--- src/rtl/button_scan_ctrl.sv ---
// Debounced scanner for N_KEYS active-low push buttons with press/release/long-press pulses.
// Latency: 2 sync clocks + SAMPLES ticks + scan slot; no backpressure, every pulse is one clock wide.
module button_scan_ctrl #(
   parameter int N_KEYS     = 4,
   parameter int CLK_DIV    = 50000,
   parameter int SAMPLES    = 3,
   parameter int LONG_TICKS = 1000
) (
   input  logic              clock,
   input  logic              reset_n,
   input  logic [N_KEYS-1:0] keys_raw,
   output logic [N_KEYS-1:0] key_state,
   output logic [N_KEYS-1:0] key_press,
   output logic [N_KEYS-1:0] key_release,
   output logic [N_KEYS-1:0] key_long,
   output logic              busy,
   output logic              overrun
);

   localparam int DIV_W  = (CLK_DIV > 1) ? $clog2(CLK_DIV) : 1;
   localparam int IDX_W  = (N_KEYS > 1) ? $clog2(N_KEYS) : 1;
   localparam int LONG_W = $clog2(LONG_TICKS + 1);

   localparam logic [DIV_W-1:0]  DIV_LAST = DIV_W'(CLK_DIV - 1);
   localparam logic [IDX_W-1:0]  IDX_LAST = IDX_W'(N_KEYS - 1);
   localparam logic [LONG_W-1:0] LONG_MAX = LONG_W'(LONG_TICKS);

   typedef enum logic [1:0] {
      IDLE,
      SCAN,
      DONE
   } state_t;

   state_t state;
   state_t state_nxt;

   logic [N_KEYS-1:0] sync_a;
   logic [N_KEYS-1:0] sync_b;
   logic [N_KEYS-1:0] key_lvl;

   logic [DIV_W-1:0]  div_cnt;
   logic              tick;

   logic [IDX_W-1:0]  idx;
   logic [IDX_W-1:0]  idx_nxt;

   logic [SAMPLES-1:0] hist     [N_KEYS];
   logic [LONG_W-1:0]  long_cnt [N_KEYS];

   logic [SAMPLES-1:0] cur_hist;
   logic [SAMPLES-1:0] new_hist;
   logic [LONG_W-1:0]  cur_long;
   logic [LONG_W-1:0]  long_nxt;
   logic               cur_state;
   logic               accept_press;
   logic               accept_release;
   logic               long_fire;

   // Raw levels idle high, so the synchronizer resets to the unpressed level.
   always_ff @(posedge clock or negedge reset_n) begin
      if (!reset_n) begin
         sync_a <= '1;
         sync_b <= '1;
      end else begin
         sync_a <= keys_raw;
         sync_b <= sync_a;
      end
   end

   assign key_lvl = ~sync_b;

   // tick is high for the single clock in which the divider sits at 0 after wrapping.
   always_ff @(posedge clock or negedge reset_n) begin
      if (!reset_n) begin
         div_cnt <= '0;
         tick    <= 1'b0;
      end else begin
         div_cnt <= (div_cnt == DIV_LAST) ? '0 : div_cnt + 1'b1;
         tick    <= (div_cnt == DIV_LAST);
      end
   end

   always_ff @(posedge clock or negedge reset_n) begin
      if (!reset_n) begin
         state <= IDLE;
         idx   <= '0;
      end else begin
         state <= state_nxt;
         idx   <= idx_nxt;
      end
   end

   always_comb begin
      state_nxt = state;
      idx_nxt   = idx;
      case (state)
         IDLE: begin
            if (tick) begin
               state_nxt = SCAN;
               idx_nxt   = '0;
            end
         end
         SCAN: begin
            if (idx == IDX_LAST) begin
               state_nxt = DONE;
            end else begin
               idx_nxt = idx + 1'b1;
            end
         end
         DONE: begin
            state_nxt = IDLE;
         end
         default: begin
            state_nxt = IDLE;
         end
      endcase
   end

   assign busy = (state != IDLE);

   // A tick landing outside IDLE is dropped; the flag records that CLK_DIV is too short.
   always_ff @(posedge clock or negedge reset_n) begin
      if (!reset_n) begin
         overrun <= 1'b0;
      end else if (tick && (state != IDLE)) begin
         overrun <= 1'b1;
      end
   end

   always_comb begin
      cur_hist       = hist[idx];
      cur_long       = long_cnt[idx];
      cur_state      = key_state[idx];
      new_hist       = {cur_hist[SAMPLES-2:0], key_lvl[idx]};
      accept_press   = (state == SCAN) && (&new_hist) && !cur_state;
      accept_release = (state == SCAN) && !(|new_hist) && cur_state;
      long_nxt       = cur_long;
      long_fire      = 1'b0;
      if (accept_press) begin
         // The accepting scan already counts as the first held tick.
         long_nxt  = LONG_W'(1);
         long_fire = (LONG_TICKS == 1);
      end else if (accept_release) begin
         long_nxt = '0;
      end else if (cur_state && (cur_long != LONG_MAX)) begin
         long_nxt  = cur_long + 1'b1;
         long_fire = ((cur_long + 1'b1) == LONG_MAX);
      end
   end

   always_ff @(posedge clock or negedge reset_n) begin
      if (!reset_n) begin
         for (int i = 0; i < N_KEYS; i++) begin
            hist[i]     <= '0;
            long_cnt[i] <= '0;
         end
         key_state   <= '0;
         key_press   <= '0;
         key_release <= '0;
         key_long    <= '0;
      end else begin
         key_press   <= '0;
         key_release <= '0;
         key_long    <= '0;
         if (state == SCAN) begin
            hist[idx]     <= new_hist;
            long_cnt[idx] <= long_nxt;
            key_long[idx] <= long_fire;
            if (accept_press) begin
               key_state[idx] <= 1'b1;
               key_press[idx] <= 1'b1;
            end
            if (accept_release) begin
               key_state[idx]   <= 1'b0;
               key_release[idx] <= 1'b1;
            end
         end
      end
   end

endmodule
--- config.mk ---
export PLATFORM = sky130hd
export DESIGN_NAME = button_scan_ctrl
export DESIGN_NICKNAME = d
export VERILOG_FILES = /design/src/rtl/button_scan_ctrl.sv
export SDC_FILE = /design/constraint.sdc
export NUM_CORES = 1
export LEC_CHECK = 0
export BUFFER_PORTS_ARGS = -buffer_cell sky130_fd_sc_hd__buf_4
export CAP_MARGIN = 30
export CORE_UTILIZATION = 55
export CTS_BUF_LIST = sky130_fd_sc_hd__clkbuf_4 sky130_fd_sc_hd__clkbuf_8
export CTS_CLUSTER_DIAMETER = 50
export DETAILED_ROUTE_END_ITERATION = 12
export GPL_ROUTABILITY_DRIVEN = 0
export PLACE_DENSITY = 0.82
export SLEW_MARGIN = 0
export SYNTH_ARGS = -nofsm -noshare
export SYNTH_HDL_FRONTEND = slang
export SYNTH_SLANG_ARGS = --single-unit
--- constraint.sdc ---
create_clock -name clock -period 4.2 [get_ports clock]
set_input_delay 0.42 -clock clock [delete_from_list [all_inputs] [get_ports clock]]
set_output_delay 0.42 -clock clock [all_outputs]
set_load 0.01 [all_outputs]
==> metrics.txt, run 1 <==
status finished clean; setup_tns 0 ns; largest fanout on the critical path 13; top sig layer met4; drc violations 0; Fillers just over 600; CTS hold repair buffers 1; CTS clk-pin slew, worst paths roughly 0.10 ns; Net Sw Frac a little under a quarter; WL met3 approximately 480 microns; Post-synth ARST share 100%; met2 routed WL between 3000 and 4000 microns; met1 WL between 3000 and 4000 microns; internal power approximately 1100 uW; ANT nets after route 0; switching power total around 360 uW; post-place setup slack roughly 1.2 ns; most used cell, CP nand2_1; CTS buffer count 9; Worst EP arrival between 3 and 4 ns; wire per inst 15.1 microns; Worst-Margin Slew around 0.9 ns; area of the die between 0.008 and 0.009 sq mm; post-layout instance area between 0.004 and 0.005 sq mm; Cells after Synth 400; Final WS setup 1.21 ns; clk root buf clkbuf_8; WS Path Type reg2reg; skew final roughly 0.015 ns; row count 32; Top FF cell, synth dfrtp_1; Flop pwr share between 60% and 70%; # IOs 24; vias per cell 5.62; Final Cycle Share a little under three quarters; layout cells sized above 1 about 18%; vias around 3000; global-route wire length before repair 13900 microns; Max-Cap Viols 0; Seq/Total Area, Yosys between 50% and 60%; most common library cells after synthesis 86 x dfrtp_1, 74 x nand2_1, 37 x o21ai_1, 22 x nor2_1; cell breakdown of the critical path mux4_2 > inv_1 > ha_1 > nand2_1 > o22ai_1 > a41oi_4 > mux2_1 > nand2_1 > o21ai_1; Final Hold Vio Count 0; Slowest cell on crit path dfrtp_1; ranking of synthesized cells by area dfrtp_1 50%, nand2_1 6.4%, mux4_2 6.2%, dfstp_2 4.8%, o21ai_1 4.3%; Min-Delay Path Class in2reg; Worst Path Required about 4.4 ns; TritonCTS clock tree done; Comb pwr share about 1.7%; syn nets about 410; synthesized flop and latch total 94; # diodes 0; height of the die roughly 90 microns; H-tree levels 3; max_slew headroom between 40% and 50%; total grt overflow 0; clock buffer depth 2; CP bufs+invs 1; final hold slack 0.148 ns; vias in the first global route between 3000 and 4000; max-slew violation count 0; yosys warns 0; initial antenna violation count 0; Routed WL 7990 microns; Leakage about 0.0022 uW; core area between 0.007 and 0.008 sq mm; Syn-to-layout area delta 10.6%; Post-synth EDFFs 0; die width slightly above 90 microns; initial core utilization 56.5%; CTS Sinks 94; CP top delay family multiplexers; unrepaired setup endpoints after global routing no; Avg Inst Size Synth around 11 sq um; # setup viols final 0; CP peak stage delay between 0.7 and 0.8 ns; initial DRC count 210; largest net degree at the start of global routing a little over 60; most frequent cell after synthesis dfrtp_1; Power Density approximately 310 mW/mm^2; maximum vdd drop about 0.19 mV; Nets approximately 440; cell taking the most area after synthesis dfrtp_1; Final HPWL DP roughly 5500 microns; CP Launch Type flip-flop; Clock power frac 37.8%; crit end category flip-flop; GRT Total Usage between 20% and 30%; placed cell areas between 0.004 and 0.005 sq mm; share of the synthesized area in the top cell type between 40% and 50%; fin util ~62%; drt pass-1 iters 4; Yosys cell types 50; number of post-CTS setup repair buffers 0; buffers added on ports 23; PostCTS Resize Cnt 0; Clock Latency Late Sink around 0.37 ns; Mapped Area between 0.004 and 0.005 sq mm; Fmax achieved 335 MHz; Period minus WS final 2.99 ns
[cells by family (layout without fill, tap and decap cells)]
kind of cell / Yosys count / count (layout) / synth area share (%)
DFF: 94 / 94 / 54.4
buffers and inverters: 28 / 55 / 2.85
muxes: 21 / 21 / 8.90
adders and majority gates: 8 / 8 / 2.30
AOI/OAI and AO/OA: 76 / 76 / 10.7
and+or+nand+nor: 155 / 155 / 17.3
xor gates and xnor gates: 18 / 18 / 3.63
[state kept, by name, indices dropped and copies added (netlist names), 3 cells and up, named ones only]
register     flops
sync_a           4
div_cnt         16
hist             8
key_long         4
long_cnt        40
key_press        4
key_release      4
sync_b           4
key_state        3
[per-stage QoR]
stage,std cells,power (uW)
after detailed placement,512,956
after global placement,511,952
after global routing,529,1570
final,529,1510
after floorplan,400,931
after CTS,529,1520
[layer usage]
layer	track usage (%)	vias up
met5	0	-
met3	5.39	14
met2	34.9	88
met4	10.4	0
met1	27.5	1433
li1	-	1438
[placed cells by master, fill, tap and decap left out, drive strengths merged, types with 2 or more instances in the layout]
cell / instances
and4: 3
buf: 26
nand4bb: 3
nand2b: 6
and3: 8
mux4: 13
xnor2: 12
clkbuf: 9
a31oi: 4
o21ai: 48
and2: 11
mux2: 5
nand3: 9
nor3: 6
or3: 2
xor2: 6
nor2: 23
mux2i: 3
a21o: 3
inv: 17
nand4: 4
ha: 8
nor4: 2
dfstp: 8
a21oi: 11
dfrtp: 86
nand2: 74
[power by group through the flow]
stage / Sequential, uW / Combinational (uW) / Clock (uW)
floorplan: 930 / 1.22 / 0
global placement: 930 / 21.8 / 0
detailed placement: 930 / 25.8 / 0
CTS: 912 / 26.4 / 584
global route: 913 / 29.2 / 625
finish: 912 / 24.9 / 568
[worst paths after layout]
| kind | startpoint | to | slack [ns] | cells after the start |
|---|---|---|---|---|
| max reg2reg | idx[0]$_DFFE_PN0P_ | long_cnt[21]$_DFFE_PN0P_ | 1.21 | 9 |
| max | idx[0]$_DFFE_PN0P_ | long_cnt[21]$_DFFE_PN0P_ | 1.21 | 9 |
| min reg2reg | sync_a[2]$_DFF_PN1_ | sync_b[2]$_DFF_PN1_ | 0.36 | 0 |
| min | keys_raw[1] | sync_a[1]$_DFF_PN1_ | 0.15 | 1 |
| min in group asynchronous | reset_n | key_press[1]$_DFF_PN0_ | 0.52 | 2 |
| max in group asynchronous | reset_n | sync_b[0]$_DFF_PN1_ | 3.00 | 3 |
[final cells by class]
type	count	area, sq um	share of cell area [%]
inverter	12	45.0	0.938
timing repair buffer	27	225	4.69
clock inverter	7	61.3	1.28
clock buffer	9	124	2.58
tap	102	128	2.66
sequential	94	2360	49.2
multi-input combinational	278	1860	38.7
Note: power is estimated with default switching activity, not from simulation.
==> run 2: changes to the inputs <==
clock period = 2.83 ns   (was 4.2 ns; I/O delays follow)
==> run 2 against run 1 <==
Net effect:
- critical path depth stayed put
- first-iteration DRC count is 1.4% lower
- cell area is 3.0% higher
- flip-flop and latch count stayed put
- non-clock buffer count is 14 higher
- core utilization is 1.9 points higher
- wire length is 7.2% higher
- largest cell class unchanged
==> metrics.txt, run 2 (synthesis results as in run 1) <==
Slowest cell on crit path mux4_2; met2 routed WL roughly 4300 microns; CTS buffer count 9; clk root buf clkbuf_8; Most flops, register long_cnt; final hold slack 0.361 ns; Power, Total 2320 uW; # setup viols final 0; initial antenna violation count 0; CP Launch Type flip-flop; Leakage ~0.0022 uW; CP bufs+invs 1; Power Density around 470 mW/mm^2; die width approximately 90 microns; drt pass-1 iters 5; H-tree levels 3; most common cell after layout, fill and taps aside dfrtp_1; Min-Delay Path Class reg2reg; Worst-Margin Slew 0.485 ns; number of post-CTS setup repair buffers 0; Post-Place Cells ~520; most frequent cells in the layout 86 x dfrtp_1, 74 x nand2_1, 37 x o21ai_1; initial core utilization 56.5%; fin util approximately 64%; WS Path Type reg2reg; Clock Latency Late Sink 0.37 ns; Period minus WS final approximately 2.6 ns; drc violations 0; PostCTS Resize Cnt 0; height of the die 90.9 microns; initial DRC count a little over 200; layout cells sized above 1 between 10% and 20%; CTS clk-pin slew, worst paths about 0.10 ns; top sig layer met4; setup_tns 0 ns; total grt overflow 0; status finished clean; vias per cell about 5.7; CP peak stage delay roughly 0.60 ns; Max-Cap Viols 0; largest fanout on the critical path 6; Final Hold Vio Count 0; vias between 3000 and 4000; # diodes 0; Final HPWL DP slightly above 6000 microns; final cell count without fillers 543; GRT Total Usage 23.0%; cell breakdown of the critical path mux4_2 > inv_1 > ha_1 > nand2_1 > o22ai_1 > a41oi_4 > mux2_1 > nand2_1 > o21ai_1; CTS Sinks 94; Fillers 593; row count 32; CTS hold repair buffers 1; Routed WL 8560 microns; most used cell, CP nand2_1; Final Cycle Share 91.9%; vias in the first global route around 3100; clock buffer depth 2; core area between 0.007 and 0.008 sq mm; wire per inst about 16 microns; Worst Path Required roughly 3 ns; # IOs 24; skew final about 0.012 ns; TritonCTS clock tree done; unrepaired setup endpoints after global routing no; largest net degree at the start of global routing 57; met1 WL 3710 microns; crit end category flip-flop; Nets 450; ANT nets after route 0; maximum vdd drop 0.247 mV; Syn-to-layout area delta 13.9%; WL met3 ~380 microns; max_slew headroom about two thirds; Fmax achieved roughly 380 MHz; max-slew violation count 0; max reg flops 40; CP top delay family multiplexers; global-route wire length before repair roughly 15000 microns; Worst EP arrival approximately 2.9 ns; Largest regs long_cnt (40), div_cnt (16), hist (8); buffers added on ports 23; area of the die 0.00826 sq mm
[run 2: area by class of cell]
cell class	instances	area, sq um	area share (%)
Clock inverter	7	91.3	1.85
Sequential cell	94	2360	47.7
Multi-Input combinational cell	278	1860	37.5
Timing Repair Buffer	41	340	6.88
Tap cell	102	128	2.58
Clock buffer	9	124	2.50
Inverter	12	45.0	0.910
[run 2: final timing paths]
path	start	end	slack, ns	cells past startpoint
max in group asynchronous	reset_n	long_cnt[9]$_DFFE_PN0P_	1.81	3
min	sync_a[0]$_DFF_PN1_	sync_b[0]$_DFF_PN1_	0.36	0
min reg2reg	sync_a[0]$_DFF_PN1_	sync_b[0]$_DFF_PN1_	0.36	0
min in group asynchronous	reset_n	key_release[3]$_DFF_PN0_	0.40	2
max	idx[0]$_DFFE_PN0P_	long_cnt[1]$_DFFE_PN0P_	0.23	9
max reg2reg	idx[0]$_DFFE_PN0P_	long_cnt[1]$_DFFE_PN0P_	0.23	9
[run 2: per-stage QoR]
stage                     area, sq um  setup slack, ns
final                            4950            0.229
after global routing             4950           0.0431
after CTS                        4910            0.225
after detailed placement         4680            0.267
after global placement           4660            0.302
after floorplan                  4340            0.188
[run 2: layer usage]
metal,global-route usage [%],up-vias
met3,4.80,21
met4,8.73,0
li1,-,1464
met5,0,-
met1,30.0,1534
met2,38.1,103
[run 2: power breakdown]
part	switching [uW]	total [uW]	internal (uW)
combinational	28.6	43.4	14.8
clock	496	923	427
sequential	1.47	1350	1350
total	526	2320	1790
